$ cat src/rtl/ttt_uart_pkg.sv
// ttt_uart_pkg
// Shared definitions for the tic-tac-toe UART console: ASCII constants,
// receive byte classification and the move parser state encoding. The result
// printer uses the same ASCII constants for its message bytes.
package ttt_uart_pkg;

    localparam logic [7:0] CH_CR   = 8'h0D;
    localparam logic [7:0] CH_LF   = 8'h0A;
    localparam logic [7:0] CH_SP   = 8'h20;
    localparam logic [7:0] CH_1    = 8'h31;
    localparam logic [7:0] CH_9    = 8'h39;
    localparam logic [7:0] CH_R_LO = 8'h72;
    localparam logic [7:0] CH_R_UP = 8'h52;

    typedef enum logic [2:0] {
        BC_DIGIT,
        BC_TERM,
        BC_SPACE,
        BC_RST,
        BC_OTHER
    } byte_class_e;

    typedef enum logic [1:0] {
        S_IDLE,
        S_DIGIT,
        S_OUT,
        S_DISCARD
    } rm_state_e;

    // '0' is deliberately not a digit: cells are numbered 1..9 on the console.
    function automatic byte_class_e classify(input logic [7:0] b);
        if (b >= CH_1 && b <= CH_9)
            return BC_DIGIT;
        else if (b == CH_CR || b == CH_LF)
            return BC_TERM;
        else if (b == CH_SP)
            return BC_SPACE;
        else if (b == CH_R_LO || b == CH_R_UP)
            return BC_RST;
        else
            return BC_OTHER;
    endfunction

    // Low nibble of '1'..'9' is 1..9, so the cell index is that nibble minus 1.
    function automatic logic [3:0] digit_index(input logic [3:0] lo_nibble);
        return lo_nibble - 4'd1;
    endfunction

endpackage

$ cat src/rtl/read_move.sv
// read_move
// Receive-side command parser for the tic-tac-toe UART console. Decodes a
// move ('1'..'9' then CR/LF) into a cell index 0..8 offered with valid/ack,
// decodes the restart command ('r'/'R') and pulses err on malformed input,
// bytes dropped while a move is pending, or a digit left unterminated.
//
// Ports:
//   clk        in   system clock
//   reset      in   asynchronous active-high reset
//   uart_rd    in   one-cycle strobe, uart_d valid this cycle
//   uart_d     in   received byte
//   move_valid out  decoded move available, held until move_ack
//   move_pos   out  cell index 0..8, stable while move_valid
//   move_ack   in   consumer accepts the move when move_valid=1
//   restart    out  one-cycle pulse on restart command
//   err        out  one-cycle pulse on malformed input / drop / timeout
module read_move
    import ttt_uart_pkg::*;
#(
    parameter int TIMEOUT_CYCLES = 100000000
) (
    input  logic       clk,
    input  logic       reset,
    input  logic       uart_rd,
    input  logic [7:0] uart_d,
    output logic       move_valid,
    output logic [3:0] move_pos,
    input  logic       move_ack,
    output logic       restart,
    output logic       err
);

    localparam int TW = $clog2(TIMEOUT_CYCLES + 1);
    // The timer is cleared in the strobe cycle of the digit, so the expiry
    // cycle is the one where it has already counted TIMEOUT_CYCLES-1 idle
    // cycles and would reach TIMEOUT_CYCLES on this edge.
    localparam logic [TW-1:0] T_LAST = TW'(TIMEOUT_CYCLES - 1);

    rm_state_e     r_state;
    logic [3:0]    r_digit;
    logic [TW-1:0] r_timer;
    logic          r_move_valid;
    logic [3:0]    r_move_pos;
    logic          r_restart;
    logic          r_err;

    byte_class_e   w_cls;

    assign w_cls = classify(uart_d);

    always_ff @(posedge clk or posedge reset) begin
        if (reset) begin
            r_state      <= S_IDLE;
            r_digit      <= '0;
            r_timer      <= '0;
            r_move_valid <= 1'b0;
            r_move_pos   <= '0;
            r_restart    <= 1'b0;
            r_err        <= 1'b0;
        end else begin
            r_restart <= 1'b0;
            r_err     <= 1'b0;
            case (r_state)
                S_IDLE: begin
                    if (uart_rd) begin
                        case (w_cls)
                            BC_DIGIT: begin
                                r_digit <= digit_index(uart_d[3:0]);
                                r_timer <= '0;
                                r_state <= S_DIGIT;
                            end
                            BC_RST:   r_restart <= 1'b1;
                            BC_OTHER: begin
                                r_err   <= 1'b1;
                                r_state <= S_DISCARD;
                            end
                            default: ;  // TERM / SPACE ignored
                        endcase
                    end
                end

                S_DIGIT: begin
                    // A byte in the expiry cycle wins over the timeout.
                    if (uart_rd) begin
                        case (w_cls)
                            BC_TERM: begin
                                r_move_valid <= 1'b1;
                                r_move_pos   <= r_digit;
                                r_state      <= S_OUT;
                            end
                            BC_SPACE: ;  // timer neither cleared nor advanced
                            default: begin
                                r_err   <= 1'b1;
                                r_state <= S_DISCARD;
                            end
                        endcase
                    end else if (r_timer >= T_LAST) begin
                        r_err   <= 1'b1;
                        r_state <= S_IDLE;
                    end else begin
                        r_timer <= r_timer + TW'(1);
                    end
                end

                S_DISCARD: begin
                    if (uart_rd && w_cls == BC_TERM)
                        r_state <= S_IDLE;
                end

                S_OUT: begin
                    // Trailing LF of CRLF is absorbed; anything else is dropped.
                    if (uart_rd && w_cls != BC_TERM)
                        r_err <= 1'b1;
                    if (move_ack) begin
                        r_move_valid <= 1'b0;
                        r_state      <= S_IDLE;
                    end
                end

                default: r_state <= S_IDLE;
            endcase
        end
    end

    assign move_valid = r_move_valid;
    assign move_pos   = r_move_pos;
    assign restart    = r_restart;
    assign err        = r_err;

endmodule

$ cat config.mk
export PLATFORM = sky130hd
export DESIGN_NAME = read_move
export DESIGN_NICKNAME = d
export VERILOG_FILES = /design/src/rtl/ttt_uart_pkg.sv /design/src/rtl/read_move.sv
export SDC_FILE = /design/constraint.sdc
export NUM_CORES = 1
export LEC_CHECK = 0
export BUFFER_PORTS_ARGS = -buffer_cell sky130_fd_sc_hd__buf_2
export CAP_MARGIN = 20
export CORE_MARGIN = 1.5
export CORE_UTILIZATION = 55
export DETAILED_ROUTE_END_ITERATION = 8
export PLACE_DENSITY_LB_ADDON = 0.15
export REMOVE_ABC_BUFFERS = 1
export SLEW_MARGIN = 30
export SYNTH_ARGS = -nofsm -noshare
export SYNTH_HDL_FRONTEND = slang
export SYNTH_SLANG_ARGS = --single-unit
$ cat constraint.sdc
create_clock -name clk -period 3.5 [get_ports clk]
set_input_delay 0 -clock clk [delete_from_list [all_inputs] [get_ports clk]]
set_output_delay 0 -clock clk [all_outputs]
set_load 0.02 [all_outputs]
After elaboration in Yosys (flattened, before gate mapping)
Index checks and enable logic that the tools add are counted.
Word-level totals
  register bits: 40
  bits in latches: 0
  RAM bits: 0
  bits in read-only memories: 0
  bits of input ports: 12
  output and inout bits: 7
  memories: 0
Operators by class
  add/sub/neg operators: 2
  multiply operators: 0
  div/mod/pow operators: 0
  order comparisons: 3
  eq/ne operators: 24
  shift-type cells: 0
  multiplexer cells: 31
  bitwise operators: 0
  reduce and logical (&&, ||, !) cells: 15
Operator list (count)
  2-to-1 mux 27 bit: 4
  case mux 27 bit (2 select lines): 1
  adder 27 x 1 -> 27 bit, second input constant: 1
  >= comparator 27 bit, second input constant: 1
  == test 8 x 4 -> 1 bit, second input constant: 2
  == test 8 x 7 -> 1 bit, second input constant: 2
  != test 2 bit, second input constant: 7
  2-to-1 mux 1 bit: 12
  2-to-1 mux 3 bit: 4
  2-to-1 mux 2 bit: 5
  == test 8 x 6 -> 1 bit, second input constant: 1
  >= comparator 8 x 6 -> 1 bit, second input constant: 1
  <= comparator 8 x 6 -> 1 bit, second input constant: 1
  case mux 2 bit (2 select lines): 2
  case mux 2 bit (4 select lines): 1
  == test 3 x 2 -> 1 bit, second input constant: 2
  != test 3 x 1 -> 1 bit, second input constant: 2
  != test 3 bit, second input constant: 2
  AND reduction 3 bit: 2
  AND reduction 6 bit: 1
  AND reduction 5 bit: 1
  == test 2 bit, second input constant: 2
  AND reduction 4 bit: 1
  nonzero test 2 bit: 2
  other kinds (12): 15

Depth between registers and ports, before layout
Gate-level depths: netlist of run 1.
  depth after elaboration: 11
  gate-level depth with buffers: 9
  mapped depth without buffers: 8

Worst setup path after synthesis of run 1
Ideal clock, no wire load.
  kind: register to register
  start: reg r_timer[8]
  end: reg r_timer[21]
  library setup time: 0.128 ns
  arrival time: 2.192 ns
  setup slack: 1.181 ns
  cell stages (with the launch flop): 7
  path through: dfrtp_1 or4_4 a311oi_4 o211ai_4 a211oi_2 nand3_1 mux2_1
On the way
  word-level cells in the longest chain between the ends: 4
  elaborated cells on any way between the ends: 7
Ends and longest elaborated chain
  start: declaration: RTL line read_move.sv:41  | logic [TW-1:0] r_timer;
  start signal: assignment: RTL line read_move.sv:101  | r_timer <= r_timer + TW'(1);
  adder 27 x 1 -> 27 bit: RTL line read_move.sv:101
  2-to-1 mux 27 bit: RTL line read_move.sv:97  | end else if (r_timer >= T_LAST) begin
  2-to-1 mux 27 bit: RTL line read_move.sv:84  | if (uart_rd) begin
  case mux 27 bit (2 select lines): RTL line read_move.sv:63  | case (r_state)
Several ways; a longest one is shown, not always the timed one. The select of a mux whose other input is x is not followed.
A chain may end at the register's enable or synchronous reset.

Final worst setup path of run 1
  start: reg r_timer[8]
  end: reg r_timer[11]
The elaborated chain is that of the path after synthesis.

==> impl_metrics.toml, run 1 <==
[grt]
grtUsageMet3_pct = 5.05
use_met1_pct = 30.5
use_met2_pct = 34.5
antenna_found_initial = 0
grt_pass1_wl_um = 8780
busiest_layer = "met2"
grt_max_degree = 41
grt_overflow = 0
grt_pass1_vias = 1900
track_usage_pct = 22.1

[synth]
syn_avg_cell_area_sq_um = 9.87
ys_ff_latch = 40
synth-edff-count = 0
ys_seq_area_share_pct = 39.9
synthArstFlopShare_pct = 100
yosysTopAreaCellShare_pct = 39.9
synth.largest_area_cell = "dfrtp_1"
yosysWarnings = 0
synthTopCellsByArea = "dfrtp_1 40%, xnor2_1 7.3%, a211oi_2 6.0%, nand3_1 4.4%, nor2_1 4.3%"
yosysMostFrequentCell = "dfrtp_1"
synth_area_sq_um = 2510
synthTopCellsByCount = "40 x dfrtp_1, 29 x nor2_1, 22 x nand3_1"
synth_cell_types = 47
ys.flop_type = "dfrtp_1"
synthCells = 254

[clocking]
root_buffer = "clkbuf_8"
clk_pin_slew_worst_paths_ns = 0.08
clock_sinks = 40
postCtsSetupBuffers = 0
cts_tree = "done"
cts_htree_levels = 2
cts_buffers = 5
clk_latency_ns = 0.30
clock_path_buffers = 2

[route]
dr_total_vias = 1947
first_pass_iters = 4
route.detailed.drc = 0
drt_iter0_markers = 77
vias_per_cell = 5.81
detail_route.wirelength_um = 5000
drtAntennaViolNets = 0
wire_per_inst_um = 14.9

[setup_path]
ff2ff_path_depth = 6
crit_type = "reg2reg"
timing.rr.end = "r_timer[11]"
start_kind = "flop"
crit_required_ns = 3.69
r2r_start = "r_timer[8]"
timing.critical_path.arrival_ns = 2.80
endpoint_kind = "flop"
critPathMaxFanout = 16
r2r_slack_ns = 0.89

[final_layout]
diodes = 0
stdcell_count = 335
fillers = 364
drive_above_1_share_pct = 22.3
synthToLayoutAreaGrowth_pct = 12.2
nets = 299

[timing]
worstMarginPinSlew_ns = 0.670
finalSetupViolations = 0
fmax_ghz = 0.383
layout_setup_ws_ns = 0.890
slew_violations = 0
fin_crit_sh_pct = 74.6
rsz0062_at_grt = "no"
layout_min_cycle_time_ns = 2.61
hold_violations = 0
setup_tns_ns = 0
skew_ns = 0.00793
holdWs_ns = 0.0302
relSlewSlack_pct = 55.3

[hold_path]
holdPathStages = 3
worstHoldStart = "move_ack"
worstHoldEndpoint = "move_valid"
hp-class = "in2reg"

[power_and_ir_drop]
p_sw_uw = 492
p_comb_share_pct = 29.1
sw_frac_of_total_pct = 37.5
clock_power_share_pct = 24.2
p_leak_nw = 1.16
power_frac_seq_pct = 46.7
ir_drop_mv = 0.340
totalPowerFinal_mw = 1.31
internal_power_uw = 819
power_density_nw_per_um2 = 466

[die]
num_rows = 24
die_area_sq_um = 4970
die-height_um = 70.5
initial_core_util_pct = 57.2
io_pins = 19
fp.dieW_um = 70.5
core_area_sq_um = 4380

[placement]
gp_congestion = 0.838
dpl.hpwl_um = 3550
port-buffer-count = 18
dpl.cell_count = 322
dpl_worst_slack_ns = 0.893

[status]
outcome = "complete, no violations"

[flow_run]
drv_cap = 0
worst max-delay path by stage:
stage	depth (start not counted)	endpoint	slack, ns	start
floorplan	5	r_timer[23]	1.04	r_state[1]
finish	6	r_timer[11]	0.89	r_timer[8]
CTS	6	r_timer[11]	0.88	r_timer[8]
detailed placement	6	r_timer[11]	0.89	r_timer[8]
global route	10	r_timer[23]	0.66	uart_d[0]
global placement	6	r_timer[7]	0.98	r_timer[8]
per-layer routing:
| layer | up-vias | wire (um) | share of wire [%] |
|---|---|---|---|
| met5 | - | 0 | 0 |
| met3 | 2 | 211 | 4.2 |
| li1 | 976 | - | - |
| met2 | 37 | 2350 | 47 |
| met1 | 932 | 2410 | 48 |
| met4 | 0 | 29 | 0.58 |
critical path: stages (launching register included):
cell and delay [ns]:
dfrtp_1 0.43, or4_4 0.56, a311oi_4 0.41, o2111ai_4 0.41
a2111oi_2 0.47, xnor2_1 0.16, nor2_1 0.06
power by group through the flow:
stage / Clock [mW] / Combinational, mW / Sequential, mW
global placement: 0 / 0.372 / 0.616
finish: 0.317 / 0.381 / 0.612
detailed placement: 0 / 0.379 / 0.617
global route: 0.345 / 0.428 / 0.622
floorplan: 0 / 0.240 / 0.645
CTS: 0.329 / 0.383 / 0.610
cell usage in the layout (no fill, tap or decap), types with 2 or more instances in the layout:
| master | count |
|---|---|
| a2111oi_2 | 5 |
| a211oi_1 | 2 |
| a211oi_2 | 12 |
| a21boi_0 | 2 |
| a21oi_1 | 5 |
| a22o_1 | 2 |
| a31oi_1 | 5 |
| and2_1 | 4 |
| and2b_1 | 2 |
| and3_1 | 8 |
| buf_2 | 18 |
| buf_4 | 6 |
| clkbuf_8 | 5 |
| clkinvlp_4 | 2 |
| dfrtp_1 | 40 |
| dlygate4sd3_1 | 5 |
| ha_1 | 5 |
| inv_1 | 9 |
| mux2_1 | 3 |
| mux2_2 | 5 |
| nand2_1 | 14 |
| nand2b_1 | 6 |
| nand3_1 | 22 |
| nand4_1 | 3 |
| nor2_1 | 29 |
| nor2b_1 | 4 |
| nor3_1 | 6 |
| o21ai_0 | 7 |
| o21ai_1 | 3 |
| o21bai_1 | 2 |
| or2_2 | 2 |
| or4_4 | 2 |
| xnor2_1 | 21 |
registers in the layout (all words and copies together) (netlist names):
signal / cells
r_timer: 27
move_pos: 4
r_digit: 4
r_state: 2
err: 1
move_valid: 1
restart: 1
repair_timing:
| action | in CTS | in global routing |
|---|---|---|
| setup endpoints to repair | 0 | 0 |
| resized for setup | 0 | 0 |
| hold buffers | 5 | 0 |
| endpoints found under the hold margin | 42 | 0 |
through the flow:
stage,utilization (%),area (sq um)
after floorplan,-,2470
after global placement,60.9,2670
after detailed placement,60.9,2670
after CTS,64.1,2810
after global routing,64.1,2810
final,64.1,2810
cells by family after synthesis:
logic type	share of synthesized area (%)
AO/OA/AOI/OAI	21.2
multiplexers	3.99
flip-flops	39.9
buffers and inverters	2.85
adder cells (fa/ha/maj)	2.50
AND/OR/NAND/NOR	22.2
XOR/XNOR	7.34
cell type report:
| cell class | instances | area [sq um] | share of cell area, % |
|---|---|---|---|
| clock inverter | 3 | 23.8 | 0.846 |
| multi-input combinational | 197 | 1430 | 51.0 |
| clock buffer | 5 | 68.8 | 2.45 |
| sequential | 40 | 1000 | 35.6 |
| tap | 52 | 65.1 | 2.31 |
| timing repair buffer | 29 | 185 | 6.59 |
| inverter | 9 | 33.8 | 1.20 |
No activity file was read; power rests on OpenSTA's default activity.
==> run 2: changes to the inputs <==
==> constraint.sdc (replaced) <==
create_clock -name clk -period 2.7 [get_ports clk]
set_input_delay 0 -clock clk [delete_from_list [all_inputs] [get_ports clk]]
set_output_delay 0 -clock clk [all_outputs]
set_load 0.02 [all_outputs]
==> impl_metrics.toml, run 2 (same netlist as run 1, synthesis figures left out) <==
[status]
outcome = "complete, no violations"

[power_and_ir_drop]
totalPowerFinal_mw = 1.79
p_leak_nw = 1.21
power_density_nw_per_um2 = 624
ir_drop_mv = 0.445

[die]
core_area_sq_um = 4380
fp.dieW_um = 70.5
die_area_sq_um = 4970
num_rows = 24
initial_core_util_pct = 57.2
io_pins = 19
die-height_um = 70.5

[placement]
gp_congestion = 0.848
dpl.hpwl_um = 3560
port-buffer-count = 18
dpl.cell_count = 328
dpl_worst_slack_ns = 0.159

[final_layout]
fillers = 353
fin_util_pct = 65.6
largest_reg_flops = 27
final_cell_mix = "40 x dfrtp_1, 29 x nor2_1, 22 x nand3_1, 21 x xnor2_1, 18 x buf_2"
layout_commonest_cell = "dfrtp_1"
synthToLayoutAreaGrowth_pct = 14.7
stdcell_count = 341
diodes = 0
drive_above_1_share_pct = 23.9
nets = 305
largest-register = "r_timer"

[clocking]
cts_htree_levels = 2
clock_path_buffers = 2
cts_resized = 0
holdBufCountCts = 5
clk_pin_slew_worst_paths_ns = 0.08
clk_latency_ns = 0.29
cts_buffers = 5
postCtsSetupBuffers = 0
cts_tree = "done"
root_buffer = "clkbuf_8"
clock_sinks = 40

[grt]
grt_overflow = 0
track_usage_pct = 21.8
grt_pass1_wl_um = 8730
grt_pass1_vias = 1869
grt_max_degree = 41
antenna_found_initial = 0

[route]
wire_per_inst_um = 14.7
drt_iter0_markers = 174
first_pass_iters = 5
detail_route.wirelength_um = 5020
vias_per_cell = 5.82
route.detailed.drc = 0
dr_total_vias = 1984
drtAntennaViolNets = 0

[flow_run]
drv_cap = 0

[setup_path]
crit_type = "reg2reg"
r2r_slack_ns = 0.14
start_kind = "flop"
endpoint_kind = "flop"
crit_start = "r_timer[8]"
timing.critical_path.arrival_ns = 2.73
r2r_start = "r_timer[8]"
crit_required_ns = 2.87
timing.rr.end = "r_timer[9]"
critPathCapture = "r_timer[9]"
ff2ff_path_depth = 6
critPathMaxFanout = 16

[timing]
setup_tns_ns = 0
layout_setup_ws_ns = 0.138
relSlewSlack_pct = 56.9
fin_crit_sh_pct = 94.9
rsz0062_at_grt = "no"
hold_violations = 0
finalSetupViolations = 0
skew_ns = 0.00569
layout_min_cycle_time_ns = 2.56
worstMarginPinSlew_ns = 0.647
fmax_ghz = 0.390
slew_violations = 0

[hold_path]
hp-class = "in2reg"
worstHoldStart = "move_ack"
-- run 2: routing by layer --
layer  wire [um]  vias to the layer above  track usage, %
li1            -                      990               -
met3         194                        6            4.18
met5           0                        -               0
met4          49                        0            6.20
met1        2440                      945            31.0
met2        2340                       43            34.3
-- run 2: worst max-delay path: stages, from the launching register on --
cell,delay [ns]
dfrtp_1,0.42
or4_4,0.56
a311oi_4,0.38
o2111ai_4,0.40
a2111oi_2,0.44
xnor2_1,0.18
nor2_1,0.05
-- run 2: final cells by class --
cell class              instances  area (sq um)  area share (%)
clock buffers                   5          68.8            2.39
flip-flops and latches         40          1000            34.8
repair buffers                 35           230            8.01
well taps                      52          65.1            2.26
inverters                       9          33.8            1.17
clock inverters                 3          42.5            1.48
multi-input cells             197          1430            49.9
-- run 2: power by group --
| part | leakage [nW] | internal (mW) | total [mW] | switching, mW |
|---|---|---|---|---|
| combinational | 0.616 | 0.210 | 0.511 | 0.301 |
| sequential | 0.537 | 0.683 | 0.789 | 0.105 |
| clock | 0.0541 | 0.274 | 0.493 | 0.220 |
-- run 2: stage by stage --
| step | area, sq um | hold slack, ns |
|---|---|---|
| floorplan | 2470 | 0.112 |
| global placement | 2710 | 0.146 |
| detailed placement | 2710 | 0.154 |
| CTS | 2880 | 0.0284 |
| global route | 2880 | 0.0410 |
| finish | 2880 | 0.0290 |
-- run 2: worst min path at each step --
| stage | end | cells after the start |
|---|---|---|
| 2_1_floorplan | r_digit[0] | 1 |
| 3_3_place_gp | r_timer[11] | 3 |
| 3_5_place_dp | r_timer[11] | 3 |
| 4_1_cts | move_valid | 3 |
| 5_1_grt | move_valid | 3 |
| 6_report | move_valid | 3 |
